--- config.mk ---
export PLATFORM = sky130hd
export DESIGN_NAME = seq_alu
export DESIGN_NICKNAME = d
export VERILOG_FILES = /design/src/rtl/seq_alu.sv
export SDC_FILE = /design/constraint.sdc
export NUM_CORES = 1
export LEC_CHECK = 0
export CORE_UTILIZATION = 43
export CTS_CLUSTER_DIAMETER = 50
export DETAILED_ROUTE_END_ITERATION = 12
export GPL_ROUTABILITY_DRIVEN = 0
export PLACE_DENSITY = 0.73
export SETUP_SLACK_MARGIN = 0.3
export SLEW_MARGIN = 0
export SYNTH_ARGS = -nofsm -noshare
export SYNTH_HDL_FRONTEND = slang
export SYNTH_SLANG_ARGS = --single-unit
--- constraint.sdc ---
create_clock -name clk -period 2.6 [get_ports clk]
set_clock_uncertainty 0.1 [all_clocks]
set_input_delay 0.52 -clock clk [delete_from_list [all_inputs] [get_ports clk]]
set_output_delay 0.52 -clock clk [all_outputs]
set_load 0.005 [all_outputs]
--- src/rtl/seq_alu.sv ---
// Registered, parametrised ALU with valid/ready input, accumulator feedback and
// an optional shift-add multiplier built only when SEQ_ALU_MUL_EN is defined.
module seq_alu #(
  parameter int WIDTH = 4
) (
  input  logic             clk,
  input  logic             reset,
  input  logic             in_valid,
  output logic             in_ready,
  input  logic [3:0]       select,
  input  logic [WIDTH-1:0] x,
  input  logic [WIDTH-1:0] y,
  input  logic             use_acc,
  output logic [WIDTH-1:0] out,
  output logic [WIDTH-1:0] out_hi,
  output logic             c_out,
  output logic             zero,
  output logic             illegal,
  output logic             out_valid
);

  logic [WIDTH-1:0] out_q;
  logic             c_out_q;
  logic             zero_q;
  logic             illegal_q;
  logic             out_valid_q;
  logic [WIDTH-1:0] acc_q;

  logic [WIDTH-1:0] xe;
  logic [WIDTH-1:0] b;
  logic             cin;
  logic [WIDTH:0]   sum;
  logic [WIDTH-1:0] res_lo;
  logic             res_c;
  logic             res_ill;
  logic             fire;

  always_comb begin
    xe      = use_acc ? acc_q : x;
    b       = '0;
    cin     = 1'b0;
    sum     = '0;
    res_lo  = '0;
    res_c   = 1'b0;
    res_ill = 1'b0;
    if (!select[3]) begin
      case (select[2:1])
        2'd0:    b = '0;
        2'd1:    b = y;
        2'd2:    b = ~y;
        default: b = '1;
      endcase
      cin    = select[0];
      sum    = {1'b0, xe} + {1'b0, b} + {{WIDTH{1'b0}}, cin};
      res_lo = sum[WIDTH-1:0];
      res_c  = sum[WIDTH];
    end else begin
      case (select[2:0])
        3'd0:    res_lo = xe & y;
        3'd1:    res_lo = xe | y;
        3'd2:    res_lo = xe ^ y;
        3'd3:    res_lo = ~xe;
`ifdef SEQ_ALU_MUL_EN
        3'd4:    res_ill = 1'b0;   // multiply handled by the MUL state
`endif
        default: res_ill = 1'b1;
      endcase
    end
  end

  assign fire = in_valid && in_ready;

`ifdef SEQ_ALU_MUL_EN
  localparam int CW = $clog2(WIDTH + 1);

  typedef enum logic {S_IDLE, S_MUL} state_t;
  state_t state_q, state_d;

  logic [2*WIDTH-1:0] mcand_q, prod_q, prod_d;
  logic [WIDTH-1:0]   mplier_q;
  logic [WIDTH-1:0]   out_hi_q;
  logic [CW-1:0]      cnt_q;
  logic               is_mul;
  logic               mul_last;

  assign is_mul   = (select == 4'hC);
  assign mul_last = (state_q == S_MUL) && (cnt_q == CW'(1));
  assign prod_d   = prod_q + (mplier_q[0] ? mcand_q : '0);

  always_ff @(posedge clk) begin
    if (reset) state_q <= S_IDLE;
    else       state_q <= state_d;
  end

  always_comb begin
    state_d = state_q;
    case (state_q)
      S_IDLE:  if (fire && is_mul) state_d = S_MUL;
      default: if (mul_last)       state_d = S_IDLE;
    endcase
  end

  always_comb begin
    in_ready = (state_q == S_IDLE);
  end

  always_ff @(posedge clk) begin
    if (reset) begin
      mcand_q  <= '0;
      mplier_q <= '0;
      prod_q   <= '0;
      cnt_q    <= '0;
    end else if (fire && is_mul) begin
      mcand_q  <= {{WIDTH{1'b0}}, xe};
      mplier_q <= y;
      prod_q   <= '0;
      cnt_q    <= CW'(WIDTH);
    end else if (state_q == S_MUL) begin
      mcand_q  <= mcand_q << 1;
      mplier_q <= mplier_q >> 1;
      prod_q   <= prod_d;
      cnt_q    <= cnt_q - CW'(1);
    end
  end
`else
  localparam logic is_mul = 1'b0;
  localparam logic mul_last = 1'b0;
  logic [2*WIDTH-1:0] prod_d;
  logic [WIDTH-1:0]   out_hi_q;

  assign in_ready = 1'b1;
  assign prod_d   = '0;
  assign out_hi_q = '0;
`endif

  always_ff @(posedge clk) begin
    if (reset) begin
      out_q       <= '0;
      c_out_q     <= 1'b0;
      zero_q      <= 1'b1;
      illegal_q   <= 1'b0;
      out_valid_q <= 1'b0;
      acc_q       <= '0;
    end else begin
      out_valid_q <= 1'b0;
      if (fire && !is_mul) begin
        out_q       <= res_lo;
        c_out_q     <= res_c;
        zero_q      <= (res_lo == '0);
        illegal_q   <= res_ill;
        out_valid_q <= 1'b1;
        if (!res_ill) acc_q <= res_lo;
      end else if (mul_last) begin
        out_q       <= prod_d[WIDTH-1:0];
        c_out_q     <= (prod_d[2*WIDTH-1:WIDTH] != '0);
        zero_q      <= (prod_d == '0);
        illegal_q   <= 1'b0;
        out_valid_q <= 1'b1;
        acc_q       <= prod_d[WIDTH-1:0];
      end
    end
  end

`ifdef SEQ_ALU_MUL_EN
  always_ff @(posedge clk) begin
    if (reset)                  out_hi_q <= '0;
    else if (fire && !is_mul)   out_hi_q <= '0;
    else if (mul_last)          out_hi_q <= prod_d[2*WIDTH-1:WIDTH];
  end
`endif

  assign out       = out_q;
  assign out_hi    = out_hi_q;
  assign c_out     = c_out_q;
  assign zero      = zero_q;
  assign illegal   = illegal_q;
  assign out_valid = out_valid_q;

endmodule

==> metrics.yaml <==
grt:
  antenna_found_initial: 0
  grt_max_degree: 13
  overflow: 0
  grt_usage: 0.2047
  grt_pass1_vias: 963
  grt_pass1_wl_um: 4029
clock_tree:
  cts_tree: "done"
  root_buffer: "clkbuf_4"
  worstSkewPairLatency_ps: 280
  hold_buffers: 0
  clkTransAtPathRegs_ps: 70
  h-tree-depth: 1
  cts.sinks: 12
  cts_buffers: 3
  cts_buffer_depth: 2
timing:
  slew_violations: 0
  fin_crit_sh: 0.8893
  min_period_ps: 2312
  hold_viol_final: 0
  rsz0062_at_grt: "true"
  setup_viol: 0
  fin_ws_ps: 287.9
  worst_pin_slew_ps: 529.9
  holdWs_ps: 358.6
  fmax_mhz: 432.5
  relSlewSlack: 0.6417
final_layout:
  final_common_cell: "buf_4"
  nNetsFinal: 191
  layout_common_cells: "buf_4 (18), clkdlybuf4s50_1 (14), dfxtp_1 (12)"
  drive_gt1_frac: 0.3438
  area_growth_pct: 43.61
  n_antenna_cell: 0
  instances_no_fill: 188
setup_path:
  crit_family: "adder cells"
  critPathBufInv: 1
  r2r_start: "acc_q[0]"
  critPathMaxFanout: 2
  crit_type: "input port to register"
  reg2reg_to: "zero"
  r2r_slack_ps: 340
  cp-end-kind: "register"
  crit_start: "y[0]"
  crit_required_ps: 2670
  cp-start-kind: "input port"
  worstPathCellList: "clkdlybuf4s15_1, mux2i_1, fa_2, fa_2, xnor2_2, a222oi_1, and4_1, a221o_1"
  path_depth: 8
  critPathMaxStageDelay_ps: 380
  arrival_ps: 2380
  worst_path_max_delay_cell: "fa_2"
  ff2ff_path_depth: 8
  endpoint: "zero"
  cpMostUsedCell: "fa_2"
place:
  dp.cells: 184
  post-place-ws_ps: -409.2
  numPortBuffers: 23
  dp_hpwl_um: 1916
routing:
  drtAntennaViolNets: 0
  vias_per_cell: 5.346
  wl_um: 2495
  vias: 1005
  drt_first_pass_iters: 4
  wire_per_inst_um: 13.27
  initialDrtViolationCount: 13
  drc_errors: 0
flow_run:
  cap_violations: 0
floorplanning:
  dieArea_um2: 2637
  initial_core_util: 0.4645
  core_area_um2: 2255
  pin_count: 29
  core.rowCount: 17
  die-height_um: 51.35
  die_w_um: 51.35
synthesis:
  avgSynthCellArea_um2: 8.584
  synthDistinctLibCells: 43
  synth_edf_count: 0
  ys_seq_elements: 12
  syn-instance-count: 122
  synth_area_um2: 1047
  synth_seq_area_share: 0.2294
  yosysWarnings: 0
  ys_async_sr_fraction: 0
  synthFlopType: "dfxtp_1"
power:
  p_per_area_nw_per_um2: 379.4
  power_leakage_nw: 0.6717
  ir_drop_mv: 0.2975
run_status:
  status: "completed"
worst_hold_path:
  min_path_type: "register to register"
  whs_path_depth: 2
[through the flow]
step	TNS (ps)	utilization	instance area (um2)	power [W]
2_1_floorplan	0	-	1064	0.0003337
3_3_place_gp	-2279	0.6104	1376	0.0004155
3_5_place_dp	-2621	0.6104	1376	0.0004240
4_1_cts	0	0.6437	1451	0.0005559
5_1_grt	0	0.6670	1504	0.0006096
6_report	0	0.6670	1504	0.0005707
[worst register-to-register path, delay by kind of cell (launching register included)]
kind,cells,cell delay (ps)
DFF,1,330
muxes,1,170
buffers and inverters,1,40
xor gates and xnor gates,1,150
AOI/OAI and AO/OA,2,400
adders and majority gates,2,750
and+or+nand+nor,1,210
[routing by layer]
layer / vias to the layer above / global-route usage / routed length [um]
li1: 490 / - / -
met1: 482 / 0.2518 / 1059
met2: 29 / 0.3509 / 1289
met3: 4 / 0.04464 / 111
met4: 0 / 0.06757 / 35
met5: - / 0 / 0
[cell families after synthesis]
group | count (synthesis) | synth area share
DFF | 12 | 0.2294
other | 2 | 0.007171
and+or+nand+nor | 36 | 0.1948
muxes | 9 | 0.09438
adders and majority gates | 13 | 0.1697
AOI/OAI and AO/OA | 25 | 0.1625
xor gates and xnor gates | 1 | 0.008365
buffers and inverters | 24 | 0.1338
[worst min path at each step]
stage	from	to	slack, ps
detailed placement	acc_q[1]	acc_q[1]	350
finish	acc_q[2]	acc_q[2]	360
CTS	acc_q[1]	acc_q[1]	360
global placement	acc_q[2]	acc_q[2]	340
floorplan	acc_q[2]	acc_q[2]	330
global route	out[1]	out[1]	390
[synth_stat cells, types with 2 or more instances]
| cell | instances | area share |
|---|---|---|
| a21oi_1 | 13 | 0.062 |
| nor2_1 | 5 | 0.018 |
| ha_1 | 11 | 0.13 |
| mux2_2 | 3 | 0.032 |
| fa_1 | 2 | 0.038 |
| dfxtp_1 | 12 | 0.23 |
| mux2i_1 | 5 | 0.048 |
| conb_1 | 2 | 0.0072 |
| clkbuf_8 | 2 | 0.026 |
| a211oi_1 | 2 | 0.014 |
| or2_2 | 3 | 0.018 |
| nand2_1 | 11 | 0.039 |
| nor3_1 | 2 | 0.0096 |
| o32ai_1 | 2 | 0.017 |
| buf_4 | 6 | 0.043 |
| nand3b_1 | 2 | 0.014 |
| inv_1 | 13 | 0.047 |
[registers in the layout, summed over array words and instances, names as in the netlist]
register / cells
out: 4
illegal: 1
acc_q: 4
zero: 1
c_out: 1
out_valid: 1
[report_power, final]
group / switching (W) / internal [W] / total [W] / leakage (nW)
clock: 0.0000616 / 0.0000537 / 0.000115 / 0.0138
sequential: 0.00000692 / 0.000198 / 0.000205 / 0.0986
combinational: 0.000113 / 0.000137 / 0.000250 / 0.559
total: 0.000182 / 0.000389 / 0.000571 / 0.672
[what timing repair did]
| action | CTS | global route |
|---|---|---|
| setup buffers | 1 | 0 |
| pin swaps | 8 | 8 |
| setup endpoints to repair | 10 | 7 |
| gates resized for setup | 25 | 13 |
[layout make-up]
class	instances	area, um2
Clock buffer	3	22.52
Fill cell	187	750.7
Inverter	14	55.05
Multi-Input combinational cell	89	782.0
Sequential cell	12	240.2
Tap cell	28	35.03
Timing Repair Buffer	42	369.1
Note: power is estimated with default switching activity, not from simulation.
